### config.mk
export PLATFORM = sky130hd
export DESIGN_NAME = alu_operand_stage_flat
export DESIGN_NICKNAME = d
export VERILOG_FILES = /design/src/rtl/datapath_pkg.sv /design/src/rtl/alu_operand_stage_if.sv /design/src/rtl/regfile_8x16.sv /design/src/rtl/alu_operand_stage.sv /design/src/flat_wrapper.sv
export SDC_FILE = /design/constraint.sdc
export NUM_CORES = 1
export LEC_CHECK = 0
export BUFFER_PORTS_ARGS = -buffer_cell sky130_fd_sc_hd__buf_4
export CAP_MARGIN = 20
export CORE_ASPECT_RATIO = 1.25
export CORE_MARGIN = 2
export CORE_UTILIZATION = 50
export CTS_BUF_LIST = sky130_fd_sc_hd__clkbuf_4 sky130_fd_sc_hd__clkbuf_8
export DETAILED_ROUTE_END_ITERATION = 8
export GPL_TIMING_DRIVEN = 0
export PLACE_DENSITY = 0.82
export SLEW_MARGIN = 10
export SYNTH_ARGS = -nofsm -noshare
export SYNTH_HDL_FRONTEND = slang
export SYNTH_SLANG_ARGS = --single-unit
### constraint.sdc
create_clock -name CLK -period 1.6 [get_ports CLK]
set_clock_uncertainty 0.05 [all_clocks]
set_input_delay 0.08 -clock CLK [delete_from_list [all_inputs] [get_ports CLK]]
set_output_delay 0.08 -clock CLK [all_outputs]
set_load 0.02 [all_outputs]
### src/rtl/datapath_pkg.sv
// Shared datapath constants: widths, ALU op encodings, hardwired-zero register index.
// Latency: n/a (declarations only).
// Backpressure: n/a.
package datapath_pkg;

   localparam int DATA_W = 16;
   localparam int REG_AW = 3;

   // 2-bit operation codes understood by the downstream ALU
   typedef enum logic [1:0] {
      ALU_ADD = 2'b00,
      ALU_AND = 2'b01,
      ALU_OR  = 2'b10,
      ALU_SUB = 2'b11
   } alu_op_e;

   // R0 reads as zero and ignores writes
   localparam logic [REG_AW-1:0] REG_ZERO = '0;

endpackage

### src/rtl/alu_operand_stage_if.sv
// Issue/writeback inputs and registered ALU operand outputs of the operand stage.
// Latency: n/a (wiring only).
// Backpressure: stall travels upstream-to-stage alongside the instruction fields.
interface alu_operand_stage_if #(
   parameter int DATA_W = datapath_pkg::DATA_W,
   parameter int REG_AW = datapath_pkg::REG_AW
);

   // instruction issue side
   logic              issue;
   logic              stall;
   logic [REG_AW-1:0] rs1_addr;
   logic [REG_AW-1:0] rs2_addr;
   logic [REG_AW-1:0] rd_addr;
   logic [DATA_W-1:0] imm;
   logic              use_imm;
   logic [1:0]        aluop_in;

   // writeback side
   logic              wr_en;
   logic [REG_AW-1:0] wr_addr;
   logic [DATA_W-1:0] wr_data;

   // registered outputs towards the ALU
   logic [DATA_W-1:0] aluA_in;
   logic [DATA_W-1:0] aluB_in;
   logic [1:0]        aluop;
   logic [REG_AW-1:0] rd_out;
   logic              valid_out;

   modport master (
      output issue, stall, rs1_addr, rs2_addr, rd_addr, imm, use_imm, aluop_in,
      output wr_en, wr_addr, wr_data,
      input  aluA_in, aluB_in, aluop, rd_out, valid_out
   );

   modport slave (
      input  issue, stall, rs1_addr, rs2_addr, rd_addr, imm, use_imm, aluop_in,
      input  wr_en, wr_addr, wr_data,
      output aluA_in, aluB_in, aluop, rd_out, valid_out
   );

endinterface

### src/rtl/regfile_8x16.sv
// 8-entry register file, R0 hardwired to zero, two read ports with write-through bypass.
// Latency: reads combinational; writes land on the rising edge.
// Backpressure: none; writes are always accepted.
module regfile_8x16 #(
   parameter int DATA_W = datapath_pkg::DATA_W,
   parameter int REG_AW = datapath_pkg::REG_AW
) (
   input  logic              clk,
   input  logic              rst,
   input  logic              wr_en,
   input  logic [REG_AW-1:0] wr_addr,
   input  logic [DATA_W-1:0] wr_data,
   input  logic [REG_AW-1:0] rd_addr_a,
   output logic [DATA_W-1:0] rd_data_a,
   input  logic [REG_AW-1:0] rd_addr_b,
   output logic [DATA_W-1:0] rd_data_b
);
   import datapath_pkg::*;

   localparam int NREG = 1 << REG_AW;
   localparam logic [REG_AW-1:0] ZERO_IDX = REG_AW'(REG_ZERO);

   logic [DATA_W-1:0] mem [NREG];
   logic              wr_live;

   // a write to R0 is never live, so it can neither update storage nor bypass
   assign wr_live = wr_en && (wr_addr != ZERO_IDX);

   // storage: reset clears every entry and wins over a concurrent write
   always_ff @(posedge clk) begin
      if (rst) begin
         for (int i = 0; i < NREG; i++) begin
            mem[i] <= '0;
         end
      end else if (wr_live) begin
         mem[wr_addr] <= wr_data;
      end
   end

   // read port A: R0 -> 0, same-cycle writeback -> wr_data, else stored value
   always_comb begin
      rd_data_a = mem[rd_addr_a];
      if (rd_addr_a == ZERO_IDX) begin
         rd_data_a = '0;
      end else if (wr_live && (wr_addr == rd_addr_a)) begin
         rd_data_a = wr_data;
      end
   end

   // read port B: same rules as port A, evaluated independently
   always_comb begin
      rd_data_b = mem[rd_addr_b];
      if (rd_addr_b == ZERO_IDX) begin
         rd_data_b = '0;
      end else if (wr_live && (wr_addr == rd_addr_b)) begin
         rd_data_b = wr_data;
      end
   end

endmodule

### src/rtl/alu_operand_stage.sv
// Register-read / operand-latch stage feeding the ALU, with immediate select and writeback bypass.
// Latency: 1 cycle from issue to registered operands.
// Backpressure: stall freezes all output registers; instructions presented during stall are dropped.
module alu_operand_stage #(
   parameter int DATA_W = datapath_pkg::DATA_W,
   parameter int REG_AW = datapath_pkg::REG_AW
) (
   input  logic               CLK,
   input  logic               Reset,
   alu_operand_stage_if.slave bus
);

   logic [DATA_W-1:0] read_a;
   logic [DATA_W-1:0] read_b;
   logic [DATA_W-1:0] op_b;

   regfile_8x16 #(
      .DATA_W (DATA_W),
      .REG_AW (REG_AW)
   ) u_regfile (
      .clk       (CLK),
      .rst       (Reset),
      .wr_en     (bus.wr_en),
      .wr_addr   (bus.wr_addr),
      .wr_data   (bus.wr_data),
      .rd_addr_a (bus.rs1_addr),
      .rd_data_a (read_a),
      .rd_addr_b (bus.rs2_addr),
      .rd_data_b (read_b)
   );

   // the immediate fully replaces the rs2 read, bypass included
   assign op_b = bus.use_imm ? bus.imm : read_b;

   // output pipeline register: reset > stall (hold) > issue (load) > bubble (zero)
   always_ff @(posedge CLK) begin
      if (Reset) begin
         bus.aluA_in   <= '0;
         bus.aluB_in   <= '0;
         bus.aluop     <= '0;
         bus.rd_out    <= '0;
         bus.valid_out <= 1'b0;
      end else if (bus.stall) begin
         bus.aluA_in   <= bus.aluA_in;
         bus.aluB_in   <= bus.aluB_in;
         bus.aluop     <= bus.aluop;
         bus.rd_out    <= bus.rd_out;
         bus.valid_out <= bus.valid_out;
      end else if (bus.issue) begin
         bus.aluA_in   <= read_a;
         bus.aluB_in   <= op_b;
         bus.aluop     <= bus.aluop_in;
         bus.rd_out    <= bus.rd_addr;
         bus.valid_out <= 1'b1;
      end else begin
         bus.aluA_in   <= '0;
         bus.aluB_in   <= '0;
         bus.aluop     <= '0;
         bus.rd_out    <= '0;
         bus.valid_out <= 1'b0;
      end
   end

endmodule

### src/flat_wrapper.sv
// flat-port wrapper written by rule: the top's interface ports become plain ports
module alu_operand_stage_flat 
#(
   parameter int DATA_W = datapath_pkg::DATA_W,
   parameter int REG_AW = datapath_pkg::REG_AW
)
  (CLK, Reset, bus_issue, bus_stall, bus_rs1_addr, bus_rs2_addr, bus_rd_addr, bus_imm, bus_use_imm, bus_aluop_in, bus_wr_en, bus_wr_addr, bus_wr_data, bus_aluA_in, bus_aluB_in, bus_aluop, bus_rd_out, bus_valid_out);
  alu_operand_stage_if #(.DATA_W(DATA_W), .REG_AW(REG_AW)) bus_i ();
  input  logic CLK;
  input  logic Reset;
  input wire logic [$bits(bus_i.issue)-1:0] bus_issue;
  input wire logic [$bits(bus_i.stall)-1:0] bus_stall;
  input wire logic [$bits(bus_i.rs1_addr)-1:0] bus_rs1_addr;
  input wire logic [$bits(bus_i.rs2_addr)-1:0] bus_rs2_addr;
  input wire logic [$bits(bus_i.rd_addr)-1:0] bus_rd_addr;
  input wire logic [$bits(bus_i.imm)-1:0] bus_imm;
  input wire logic [$bits(bus_i.use_imm)-1:0] bus_use_imm;
  input wire logic [$bits(bus_i.aluop_in)-1:0] bus_aluop_in;
  input wire logic [$bits(bus_i.wr_en)-1:0] bus_wr_en;
  input wire logic [$bits(bus_i.wr_addr)-1:0] bus_wr_addr;
  input wire logic [$bits(bus_i.wr_data)-1:0] bus_wr_data;
  output wire logic [$bits(bus_i.aluA_in)-1:0] bus_aluA_in;
  output wire logic [$bits(bus_i.aluB_in)-1:0] bus_aluB_in;
  output wire logic [$bits(bus_i.aluop)-1:0] bus_aluop;
  output wire logic [$bits(bus_i.rd_out)-1:0] bus_rd_out;
  output wire logic [$bits(bus_i.valid_out)-1:0] bus_valid_out;
  assign bus_i.issue = bus_issue;
  assign bus_i.stall = bus_stall;
  assign bus_i.rs1_addr = bus_rs1_addr;
  assign bus_i.rs2_addr = bus_rs2_addr;
  assign bus_i.rd_addr = bus_rd_addr;
  assign bus_i.imm = bus_imm;
  assign bus_i.use_imm = bus_use_imm;
  assign bus_i.aluop_in = bus_aluop_in;
  assign bus_i.wr_en = bus_wr_en;
  assign bus_i.wr_addr = bus_wr_addr;
  assign bus_i.wr_data = bus_wr_data;
  assign bus_aluA_in = bus_i.aluA_in;
  assign bus_aluB_in = bus_i.aluB_in;
  assign bus_aluop = bus_i.aluop;
  assign bus_rd_out = bus_i.rd_out;
  assign bus_valid_out = bus_i.valid_out;
  alu_operand_stage #(.DATA_W(DATA_W), .REG_AW(REG_AW)) u_core (.CLK(CLK), .Reset(Reset), .bus(bus_i));
endmodule
==> impl_metrics.py <==
metrics = {
    "route": {
        "routed_wl_um": 26600,
        "drtIter0Drc": 833,
        "dr.pass1.iters": 5,
        "viasPerCell": 6.17,
        "num_vias": 6965,
        "drc": 0,
        "drtAntennaViolNets": 0,
        "routedWlPerCell_um": 23.6,
    },
    "final_layout": {
        "drive_above_1_share_pct": 26.9,
        "diodes": 0,
        "syn2layout_area_growth_pct": 23.1,
        "nets": 943,
        "n_fill_cell": 1288,
        "fin_cells": 1128,
    },
    "placed_design": {
        "hpwl_um": 17500,
        "portBuffers": 82,
        "place_ws_ns": -1.05,
        "dp_cells": 1021,
        "place.gp.congestion": 0.895,
    },
    "min_path": {
        "hold_depth": 4,
        "hold_class": "in2reg",
        "hp-start": "bus_stall",
        "hold_end": "u_core.bus.aluB_in[1]$_SDFFE_PP0N_",
    },
    "setup_path": {
        "reg2reg_to": "u_core.bus.aluA_in[12]$_SDFFE_PP0N_",
        "timing.rr.start": "u_core.u_regfile.mem[7][12]$_SDFFCE_PN0P_",
        "reg2regPathDepth": 3,
        "cp-start-kind": "register",
        "rrSetupSlack_ns": -0.08,
        "worstPathArrival_ns": 1.97,
        "crit_fanout": 2,
        "worstSetupEndpointType": "register",
        "crit_type": "reg2reg",
        "crit_start": "u_core.u_regfile.mem[7][12]$_SDFFCE_PN0P_",
        "critPathRequiredTime_ns": 1.90,
    },
    "synthesis": {
        "synthCells": 699,
        "yosys.area.top_type": "edfxtp_1",
        "yosysWarnings": 0,
        "ys_ff_latch": 166,
        "synth_flop_cell": "edfxtp_1",
        "synth_top_area_share_pct": 43.7,
        "synth.avg_cell_area_um2": 12.6,
        "yosysUniqueCellTypes": 39,
        "ys_seq_area_share_pct": 52.3,
        "synth_edf_count": 128,
        "synth_area_leaders": "edfxtp_1 (44%), and2_1 (9.2%), dfxtp_1 (8.6%)",
        "synthArstFlopShare_pct": 0,
        "synth_common_cells": "and2_1 (130), edfxtp_1 (128), mux2i_1 (64), nand2_1 (53), dfxtp_1 (38)",
        "synth_most_common_cell": "and2_1",
        "synth_area_um2": 8800,
    },
    "timing": {
        "tightest_slew_ns": 1.00,
        "slew_violations": 0,
        "period_needed_ns": 1.68,
        "fmax_mhz": 597,
        "grt_setup_unrepaired": "true",
        "hold_viol": 0,
        "period_share_pct": 105,
        "setup-violations-final": 39,
        "relSlewSlack_pct": 33.1,
        "layout_setup_ws_ns": -0.0752,
    },
    "floorplan": {
        "die_w_um": 123,
        "dieArea_um2": 18700,
        "coreArea_um2": 17400,
        "die_h_um": 152,
        "start_util_pct": 50.7,
        "ios": 90,
        "row_count": 54,
    },
    "pwr": {
        "pwr-share-clk_pct": 31.4,
        "net-switching-power_mw": 2.67,
        "p_leak_nw": 4.37,
        "pwr-share-seq_pct": 51.8,
        "power.density_cell_area_nw_per_um2": 903,
        "comb_power_share_pct": 16.8,
        "p_sw_share_pct": 27.3,
        "irDropWorstVdd_uv": 566,
        "intPower_mw": 7.11,
    },
    "grt": {
        "antenna_found_initial": 0,
        "grt_pass1_vias": 6906,
        "grt_use_total_pct": 28.2,
        "grt_pass1_wl_um": 38500,
        "grt_max_degree": 17,
        "grt-ovfl-total": 0,
    },
    "clocking": {
        "htreeDepth": 4,
        "path_clk_slew_ns": 0.10,
        "insertion_delay_ns": 0.47,
        "cts_buffers": 17,
        "cts.sink_count": 166,
        "cts_tree": "done",
        "clock_path_buffers": 2,
        "root_buffer": "clkbuf_8",
    },
    "run_status": {
        "violations": "setup timing",
        "status": "finished with violations",
    },
    "run": {
        "cap_viol_max_count": 0,
    },
}
==> routing by layer <==
| metal | vias to the layer above | track usage (%) | share of wire, % |
|---|---|---|---|
| li1 | 3005 | - | - |
| met1 | 3295 | 34.3 | 36 |
| met2 | 559 | 45.8 | 49 |
| met3 | 106 | 6.74 | 10 |
| met4 | 0 | 15.2 | 4.6 |
| met5 | - | 0 | 0 |
==> cell families (layout without fill, tap and decap cells) <==
| logic type | count (synthesis) | count (layout) | synth area share [%] |
|---|---|---|---|
| buf+inv | 54 | 244 | 2.96 |
| mux | 112 | 112 | 18.5 |
| other cells | 1 | 16 | 0.0426 |
| flops | 166 | 166 | 52.3 |
| xor+xnor | 6 | 6 | 0.597 |
| compound gates | 105 | 105 | 9.00 |
| simple gates | 255 | 255 | 16.5 |
==> worst max-delay path: stages (launching register included) <==
cell,delay [ns]
edfxtp_1,0.42
mux4_2,0.50
mux2_4,0.29
a221o_1,0.30
==> stage by stage <==
stage	TNS (ns)	instance area (um^2)	total power, mW	hold WS (ns)	utilization (%)
finish	-1.28	10800	9.79	0.123	62.4
detailed placement	-125.21	9770	6.51	0.273	56.3
global placement	-118.49	9760	6.46	0.266	56.2
floorplan	0	8860	5.95	0.169	-
global route	-6.45	10800	10.0	0.132	62.4
CTS	-3.34	10700	9.66	0.105	61.5
==> cell type report <==
class	instances	area [um^2]	area share, %
plain buffers	54	279	2.58
clock buffers	18	241	2.23
clock inverters	14	149	1.37
multi-input cells	494	4000	36.9
flip-flops and latches	166	4600	42.5
well taps	224	280	2.59
repair buffers	158	1280	11.8
==> power groups by stage <==
stage	logic [mW]	registers, mW	clock network (mW)
floorplan	0.811	5.14	0
global placement	1.34	5.12	0
detailed placement	1.37	5.14	0
CTS	1.56	5.05	3.05
global route	1.73	5.08	3.21
finish	1.65	5.07	3.07
==> cells in the final DEF (no fill, tap or decap), types with 9 or more instances in the layout <==
cell type / count
a21o_1: 16
a221o_1: 16
a22oi_1: 36
a31oi_1: 16
and2_1: 130
and3_1: 16
buf_2: 15
buf_4: 120
clkbuf_1: 26
clkbuf_2: 9
clkbuf_8: 17
conb_1: 16
dfxtp_1: 38
dlygate4sd3_1: 37
edfxtp_1: 128
mux2_4: 13
mux2i_1: 64
mux4_2: 32
nand2_1: 53
nand3b_1: 16
nor2_1: 11
o22ai_1: 16
==> worst max-delay path by stage <==
stage	to	slack (ns)	cells past startpoint
final	u_core.bus.aluA_in[12]$_SDFFE_PP0N_	-0.08	3
after global routing	u_core.u_regfile.mem[6][4]$_SDFFCE_PN0P_	-0.15	5
after CTS	u_core.u_regfile.mem[4][6]$_SDFFCE_PN0P_	-0.13	6
after detailed placement	u_core.u_regfile.mem[4][3]$_SDFFCE_PN0P_	-1.05	5
after global placement	u_core.u_regfile.mem[4][10]$_SDFFCE_PN0P_	-1.02	5
after floorplan	u_core.bus.aluA_in[10]$_SDFFE_PP0N_	0.0006	5
==> timing repair <==
action	in CTS	in global routing
buffers inserted	21	17
setup endpoints to repair	178	127
gates cloned	0	0
resized for setup	49	15
pin swaps	15	3
hold buffers	37	0
hold endpoints to repair	149	0
==> flip-flops by register name (all words and copies together) (netlist names) <==
signal / cells
u_core.u_regfile.mem: 128
u_core.bus.aluA_in: 16
u_core.bus.aluB_in: 16
u_core.bus.rd_out: 3
u_core.bus.aluop: 2
u_core.bus.valid_out: 1
No activity file was read; power rests on OpenSTA's default activity.
